`src/rtl/s27_bist_driver.sv`:
```
// s27_bist_driver: built-in self-test driver for the s27 sequential core.
//
// Drives the core's primary inputs G0..G3 from a 4-bit LFSR (x^4+x^3+1), holds
// the core in reset for RST_CYCLES cycles, then applies NUM_PATTERNS patterns
// while compacting the core's G17 response into an 8-bit MISR
// (x^8+x^4+x^3+x^2+1). The final MISR is compared with GOLDEN_SIG.
//
// Ports:
//   clk_net        in   clock, rising edge
//   reset_net      in   synchronous active-high reset
//   start          in   one-cycle run request (ignored while busy)
//   g17_in         in   G17 response from the core
//   g0_out..g3_out out  core inputs G0..G3 (LFSR bits 0..3)
//   cut_reset_out  out  active-high reset to the core
//   busy           out  run in progress (RESET_CUT, RUN, COMPARE)
//   done           out  run finished; pass/signature/pattern_count hold
//   pass           out  signature compare result, valid while done
//   signature      out  current MISR contents
//   pattern_count  out  patterns applied in the current run
module s27_bist_driver #(
  parameter int unsigned NUM_PATTERNS = 15,
  parameter logic [3:0]  SEED         = 4'b0001,
  parameter int unsigned RST_CYCLES   = 2,
  parameter logic [7:0]  GOLDEN_SIG   = 8'h00
) (
  input  logic       clk_net,
  input  logic       reset_net,
  input  logic       start,
  input  logic       g17_in,
  output logic       g0_out,
  output logic       g1_out,
  output logic       g2_out,
  output logic       g3_out,
  output logic       cut_reset_out,
  output logic       busy,
  output logic       done,
  output logic       pass,
  output logic [7:0] signature,
  output logic [7:0] pattern_count
);

  typedef enum logic [2:0] {
    StIdle,
    StResetCut,
    StRun,
    StCompare,
    StDone
  } state_e;

  localparam logic [3:0] RstLast = 4'(RST_CYCLES - 1);
  localparam logic [7:0] PatLast = 8'(NUM_PATTERNS - 1);

  state_e     r_state;
  logic [3:0] r_lfsr;
  logic [7:0] r_misr;
  logic [7:0] r_cnt;
  logic [3:0] r_rst_cnt;
  logic       r_pass;

  state_e     w_state_next;
  logic [3:0] w_lfsr_next;
  logic [7:0] w_misr_next;
  logic [7:0] w_cnt_next;
  logic [3:0] w_rst_cnt_next;
  logic       w_pass_next;

  always_comb begin
    w_state_next   = r_state;
    w_lfsr_next    = r_lfsr;
    w_misr_next    = r_misr;
    w_cnt_next     = r_cnt;
    w_rst_cnt_next = r_rst_cnt;
    w_pass_next    = r_pass;

    unique case (r_state)
      StIdle, StDone: begin
        // Fresh init on start; from DONE this also clears the old result.
        if (start) begin
          w_state_next   = StResetCut;
          w_lfsr_next    = SEED;
          w_misr_next    = 8'h00;
          w_cnt_next     = 8'h00;
          w_rst_cnt_next = 4'h0;
          w_pass_next    = 1'b0;
        end
      end
      StResetCut: begin
        w_rst_cnt_next = r_rst_cnt + 4'h1;
        if (r_rst_cnt == RstLast) begin
          w_state_next = StRun;
        end
      end
      StRun: begin
        // g17_in here is the response to the pattern currently on r_lfsr.
        w_misr_next = {r_misr[6:0], 1'b0} ^ (r_misr[7] ? 8'h1D : 8'h00) ^ {7'b0, g17_in};
        w_lfsr_next = {r_lfsr[2:0], r_lfsr[3] ^ r_lfsr[2]};
        if (r_cnt != 8'hFF) begin
          w_cnt_next = r_cnt + 8'h01;
        end
        if (r_cnt == PatLast) begin
          w_state_next = StCompare;
        end
      end
      StCompare: begin
        w_pass_next  = (r_misr == GOLDEN_SIG);
        w_state_next = StDone;
      end
      default: begin
        w_state_next = StIdle;
      end
    endcase
  end

  always_ff @(posedge clk_net) begin
    if (reset_net) begin
      r_state   <= StIdle;
      r_lfsr    <= SEED;
      r_misr    <= 8'h00;
      r_cnt     <= 8'h00;
      r_rst_cnt <= 4'h0;
      r_pass    <= 1'b0;
    end else begin
      r_state   <= w_state_next;
      r_lfsr    <= w_lfsr_next;
      r_misr    <= w_misr_next;
      r_cnt     <= w_cnt_next;
      r_rst_cnt <= w_rst_cnt_next;
      r_pass    <= w_pass_next;
    end
  end

  assign g0_out        = r_lfsr[0];
  assign g1_out        = r_lfsr[1];
  assign g2_out        = r_lfsr[2];
  assign g3_out        = r_lfsr[3];
  assign cut_reset_out = (r_state == StResetCut);
  assign busy          = (r_state == StResetCut) || (r_state == StRun) ||
                         (r_state == StCompare);
  assign done          = (r_state == StDone);
  assign pass          = r_pass;
  assign signature     = r_misr;
  assign pattern_count = r_cnt;

endmodule

```
`config.mk`:
```
export PLATFORM = sky130hd
export DESIGN_NAME = s27_bist_driver
export DESIGN_NICKNAME = d
export VERILOG_FILES = /design/src/rtl/s27_bist_driver.sv
export SDC_FILE = /design/constraint.sdc
export NUM_CORES = 1
export LEC_CHECK = 0
export CORE_MARGIN = 1
export CORE_UTILIZATION = 52
export CTS_BUF_LIST = sky130_fd_sc_hd__clkbuf_8
export DETAILED_ROUTE_END_ITERATION = 8
export HOLD_SLACK_MARGIN = 0.1
export PLACE_DENSITY = 0.85
export SYNTH_ARGS = -nofsm -noshare
export SYNTH_HDL_FRONTEND = slang
export SYNTH_SLANG_ARGS = --single-unit
```
`constraint.sdc`:
```
create_clock -name clk_net -period 1.75 [get_ports clk_net]
set_input_delay 0.175 -clock clk_net [delete_from_list [all_inputs] [get_ports clk_net]]
set_output_delay 0.175 -clock clk_net [all_outputs]
set_load 0.005 [all_outputs]
```
After elaboration in Yosys (flattened, before gate mapping)
Cells that the tools add are included.

Register bits after elaboration: 28. Logic and storage cells: 50. Bits of input ports: 4. Output and inout port bits: 24.

Equal/unequal tests: 11. Reductions and logical operators: 13. Bitwise operators: 3. Mux-type cells: 15. $add $sub $neg: 2.

Operators with widths (count): one-hot mux 8 bit (2 select lines) (2); two-way mux 8 bit (2); one-hot mux 4 bit (2 select lines) (2); one-hot mux 3 bit (4 select lines) (1); two-way mux 3 bit (3); adder 8 x 1 -> 8 bit (second input constant) (1); equality test 8 x 4 -> 1 bit (second input constant) (1); zero test 8 bit (1); two-way mux 4 bit (2); inequality test 8 bit (second input constant) (1); XOR 8 x 1 -> 8 bit (1); XOR 8 x 5 -> 8 bit (1); equality test 3 x 2 -> 1 bit (second input constant) (2); inequality test 2 bit (second input constant) (3); AND reduction 2 bit (3); AND reduction 3 bit (2); nonzero test 2 bit (3); two-way mux 5 bit (1); adder 4 x 1 -> 4 bit (second input constant) (1); equality test 4 x 1 -> 1 bit (second input constant) (1); equality test 3 x 1 -> 1 bit (second input constant) (1); equality test 3 bit (second input constant) (1); zero test 3 bit (1); logical OR 1 bit (2); 5 further kinds (5).

Logic depth before layout (Yosys ltp)
Depth after elaboration: 4. Depth in mapped cells: 6. Depth with buffers taken out: 6.

Worst setup path after synthesis
Ideal clock, no wire load.

Kind: reg-to-reg. From: register r_cnt[0], in the netlist pattern_count[0]. To: register r_cnt[5], in the netlist pattern_count[5]. Arrival time: 1.392 ns. Clock period less this slack: 1.512 ns. Setup slack: 0.238 ns. Stages on the path, launching flop included: 6. Path buffers: 0. Data required time: 1.630 ns. Setup time: 0.120 ns. Cell sequence: dfxtp_1 > ha_1 > nand3_1 > o21a_1 > and3_1 > a211o_1.

Word-level cells in the longest chain between the ends: 3. Elaborated cells on any way between the ends: 6. Classes of those cells: add/sub (1); eq/ne (2); mux (2); reduce/logical (1).

RTL lines: start, declared (line 56) `logic [7:0] r_cnt;`; start signal, assigned (line 126) `r_cnt <= w_cnt_next;`; adder 8 x 1 -> 8 bit or inequality test 8 bit (tied branches) (line 98, 97); two-way mux 8 bit or inequality test 2 bit (tied branches); one-hot mux 8 bit (2 select lines) or AND reduction 3 bit (tied branches).

Parallel ways exist; a longest one is shown, timed or not. The select of a mux whose other input is x is not followed. A chain may end at the register's enable or synchronous reset.

Worst setup path after layout
From: register r_state[1]. To: output port done.

Word-level cells in the longest chain between the ends: 1.

RTL lines: start, declared (line 53) `state_e r_state;`; start signal, assigned (line 116) `r_state <= StIdle;`; start signal, assigned (line 123) `r_state <= w_state_next;`; equality test 3 bit (line 139) `assign done = (r_state == StDone);`; end, declared (line 36) `output logic done,`.

No other way between the ends.

==> flow_summary.yaml <==
cts:
  clkSinkCount: 28
  clockBufferDepth: 2
  cts_root_buf: "clkbuf_8"
  cts_buffers: 3
  cts-htree-levels: 1
  clk_latency_ns: 0.27
  path_clk_slew_ns: 0.09
  cts_tree: "done"
drt:
  drtIter0Drc: 54
  drtPass1Iterations: 4
  wl_per_cell_um: 16.2
  drc: 0
  drtAntennaViolNets: 0
  drt-total-wl_um: 3540
  num_vias: 1300
  viasPerCell: 5.96
run:
  cap_violations: 0
synth:
  yosysWarnings: 0
  syn_inst: 150
  syn_area_per_cell_um2: 8.69
  synthMuxAreaShare: 0.00864
  synth_fp_nets: 158
  synthTopCellsByArea: "dfxtp_1 (43%), nor2_1 (6.9%), a22oi_1 (6.3%)"
  async_reset_ff_frac: 0
  synth_ff_type: "dfxtp_1"
  synth_commonest_cells: "dfxtp_1 (28), nor2_1 (24), a22oi_1 (11)"
  synth_edf_count: 0
  synth_area_leader_cell: "dfxtp_1"
  yosys.area_share.adder: 0.0384
  synth_cell_types: 38
  yosysSeqAreaShare: 0.430
  netlist.area_leader.share: 0.430
  synth_compound_area_frac: 0.195
  synth_most_common_cell: "dfxtp_1"
  synth.cell_area_um2: 1300
  synth_seq_cells: 28
  synth-xor-area-share: 0.0403
  synth_top_family_by_area: "simple AND/OR/NAND/NOR gates"
  synth-simple-area-share: 0.258
timing:
  fin_ws_ns: 0.0439
  hold_violations: 0
  rsz0062_at_grt: "no"
  report.final.slew_viol_count: 0
  setup_viol: 0
  fin_skew_ns: 0.00225
  hold_ws_ns: 0.504
  post-route-period-util: 0.975
  fin_setup_tns_ns: 0
  worst_pin_slew_ns: 0.526
  fin_crit_ns: 1.71
  slew_headroom: 0.649
  fmax_ghz: 0.586
setup_path:
  reg2reg_setup_slack_ns: 0.05
  endpoint: "done"
  path_cells: "buf_4, nor2_1, and2_1, clkdlybuf4s50_1"
  path_max_fanout: 5
  arrival_ns: 1.53
  cp.depth: 4
  path_buf_inv: 2
  startpoint: "r_state[1]"
  endpoint_kind: "output pin"
  critical_path_class: "reg -> out"
  crit_slowest_cell: "clkdlybuf4s50_1"
  r2r-start: "r_state[2]"
  rr_worst_depth: 5
  cp.required_ns: 1.57
  cp_top_family: "buffers and inverters"
  max_stage_delay_ns: 0.49
  critPathLaunchType: "flop"
  worst_r2r_endpoint: "pattern_count[0]"
run_status:
  status: "finished, final reports clean"
floorplan:
  ios: 28
  core_um2: 2300
  rows: 17
  fp.dieW_um: 52.1
  start_util: 0.568
  die_h_um: 52.1
  fp.dieArea_um2: 2710
finish:
  synthToLayoutAreaGrowth_pct: 37.8
  finish.net_count: 199
  fillers: 163
  diodes: 0
  final_util: 0.782
  drive_gt1_frac: 0.158
global_routing:
  grt_pass1_wl_um: 5690
  antenna_found_initial: 0
  overflow: 0
  grt_max_degree: 25
  grt_pass1_vias: 1232
  grtUsageTotal: 0.289
power_and_ir_drop:
  powerDensity_nw_per_um2: 865
  total_leakage_power_uw: 0.000738
  ir_worst_vdd_uv: 753
place:
  dp_slack_ns: 0.0117
  gp_congestion: 0.815
  hpwl_um: 2260
  port_buffers: 27
min_path:
  min_path_type: "reg -> reg"
cell usage in the layout, fill, tap and decap left out, types with 3 or more instances in the layout:
cell             Yosys  routed
or3_1                3       3
xor2_1               6       6
dfxtp_1             28      25
nor3_1               3       3
ha_1                 4       4
clkbuf_8             0       3
a22oi_1             11      11
nand3_1              6       6
a21oi_1              7       7
clkdlybuf4s50_1      0      26
dfxtp_4              0       3
and3_1               3       3
nor4_1               3       3
o21ai_0              3       3
nand2_1              8       8
nor2_1              24      24
nand3b_1             3       3
buf_4                0      16
cells by family after synthesis:
logic type | count (synthesis)
xor gates and xnor gates | 6
buffers and inverters | 10
adders and majority gates | 4
and+or+nand+nor | 64
AOI/OAI and AO/OA | 37
DFF | 28
muxes | 1
flip-flops by register name, summed over array words and instances (netlist names):
signal and count:
r_state 3, r_rst_cnt 4, r_lfsr 4, pattern_count 8
signature 8, pass 1
layout make-up:
type,count,area (µm²),share of cell area
Inverter,3,11.3,0.00627
Tap cell,28,35.0,0.0195
Timing Repair Buffer,43,393,0.219
Sequential cell,28,572,0.318
Clock inverter,1,30.0,0.0167
Clock buffer,3,41.3,0.0230
Multi-Input combinational cell,112,714,0.398
worst min path at each step:
stage | slack, ns | cells past startpoint | start | end
2_1_floorplan | 0.41 | 3 | start | r_state[2]
4_1_cts | 0.50 | 1 | r_rst_cnt[3] | r_rst_cnt[3]
5_1_grt | 0.52 | 1 | r_rst_cnt[3] | r_rst_cnt[3]
3_5_place_dp | 0.48 | 1 | r_rst_cnt[3] | r_rst_cnt[3]
6_report | 0.50 | 1 | r_rst_cnt[3] | r_rst_cnt[3]
3_3_place_gp | 0.45 | 1 | r_rst_cnt[3] | r_rst_cnt[3]
metrics by stage:
stage / area (µm²) / total power (µW) / std cells
4_1_cts: 1790 / 1550 / 218
3_5_place_dp: 1660 / 1010 / 209
2_1_floorplan: 1300 / 865 / 150
6_report: 1800 / 1560 / 218
5_1_grt: 1800 / 1610 / 218
3_3_place_gp: 1660 / 994 / 209
per-layer routing:
metal  routed length (µm)  global-route usage  up-vias  share of wire
met5                    0                   0        -              0
met1                 1500               0.374      614           0.43
li1                     -                   -      623              -
met4                   54              0.0946        0          0.015
met3                  206              0.0409        9          0.058
met2                 1770               0.487       54           0.50
what timing repair did:
item                       CTS  global route
setup endpoints to repair    1             6
hold buffers                 0             0
pin swaps                    0             0
resized for setup            7             3
setup buffers                5             0
report_power, final:
part	leakage [µW]	internal [µW]	switching (µW)	total [µW]
sequential	0.000228	664	28.7	693
combinational	0.000474	178	179	357
clock	0.0000357	306	199	505
total	0.000738	1150	407	1560
(Power assumes the default switching activity.)
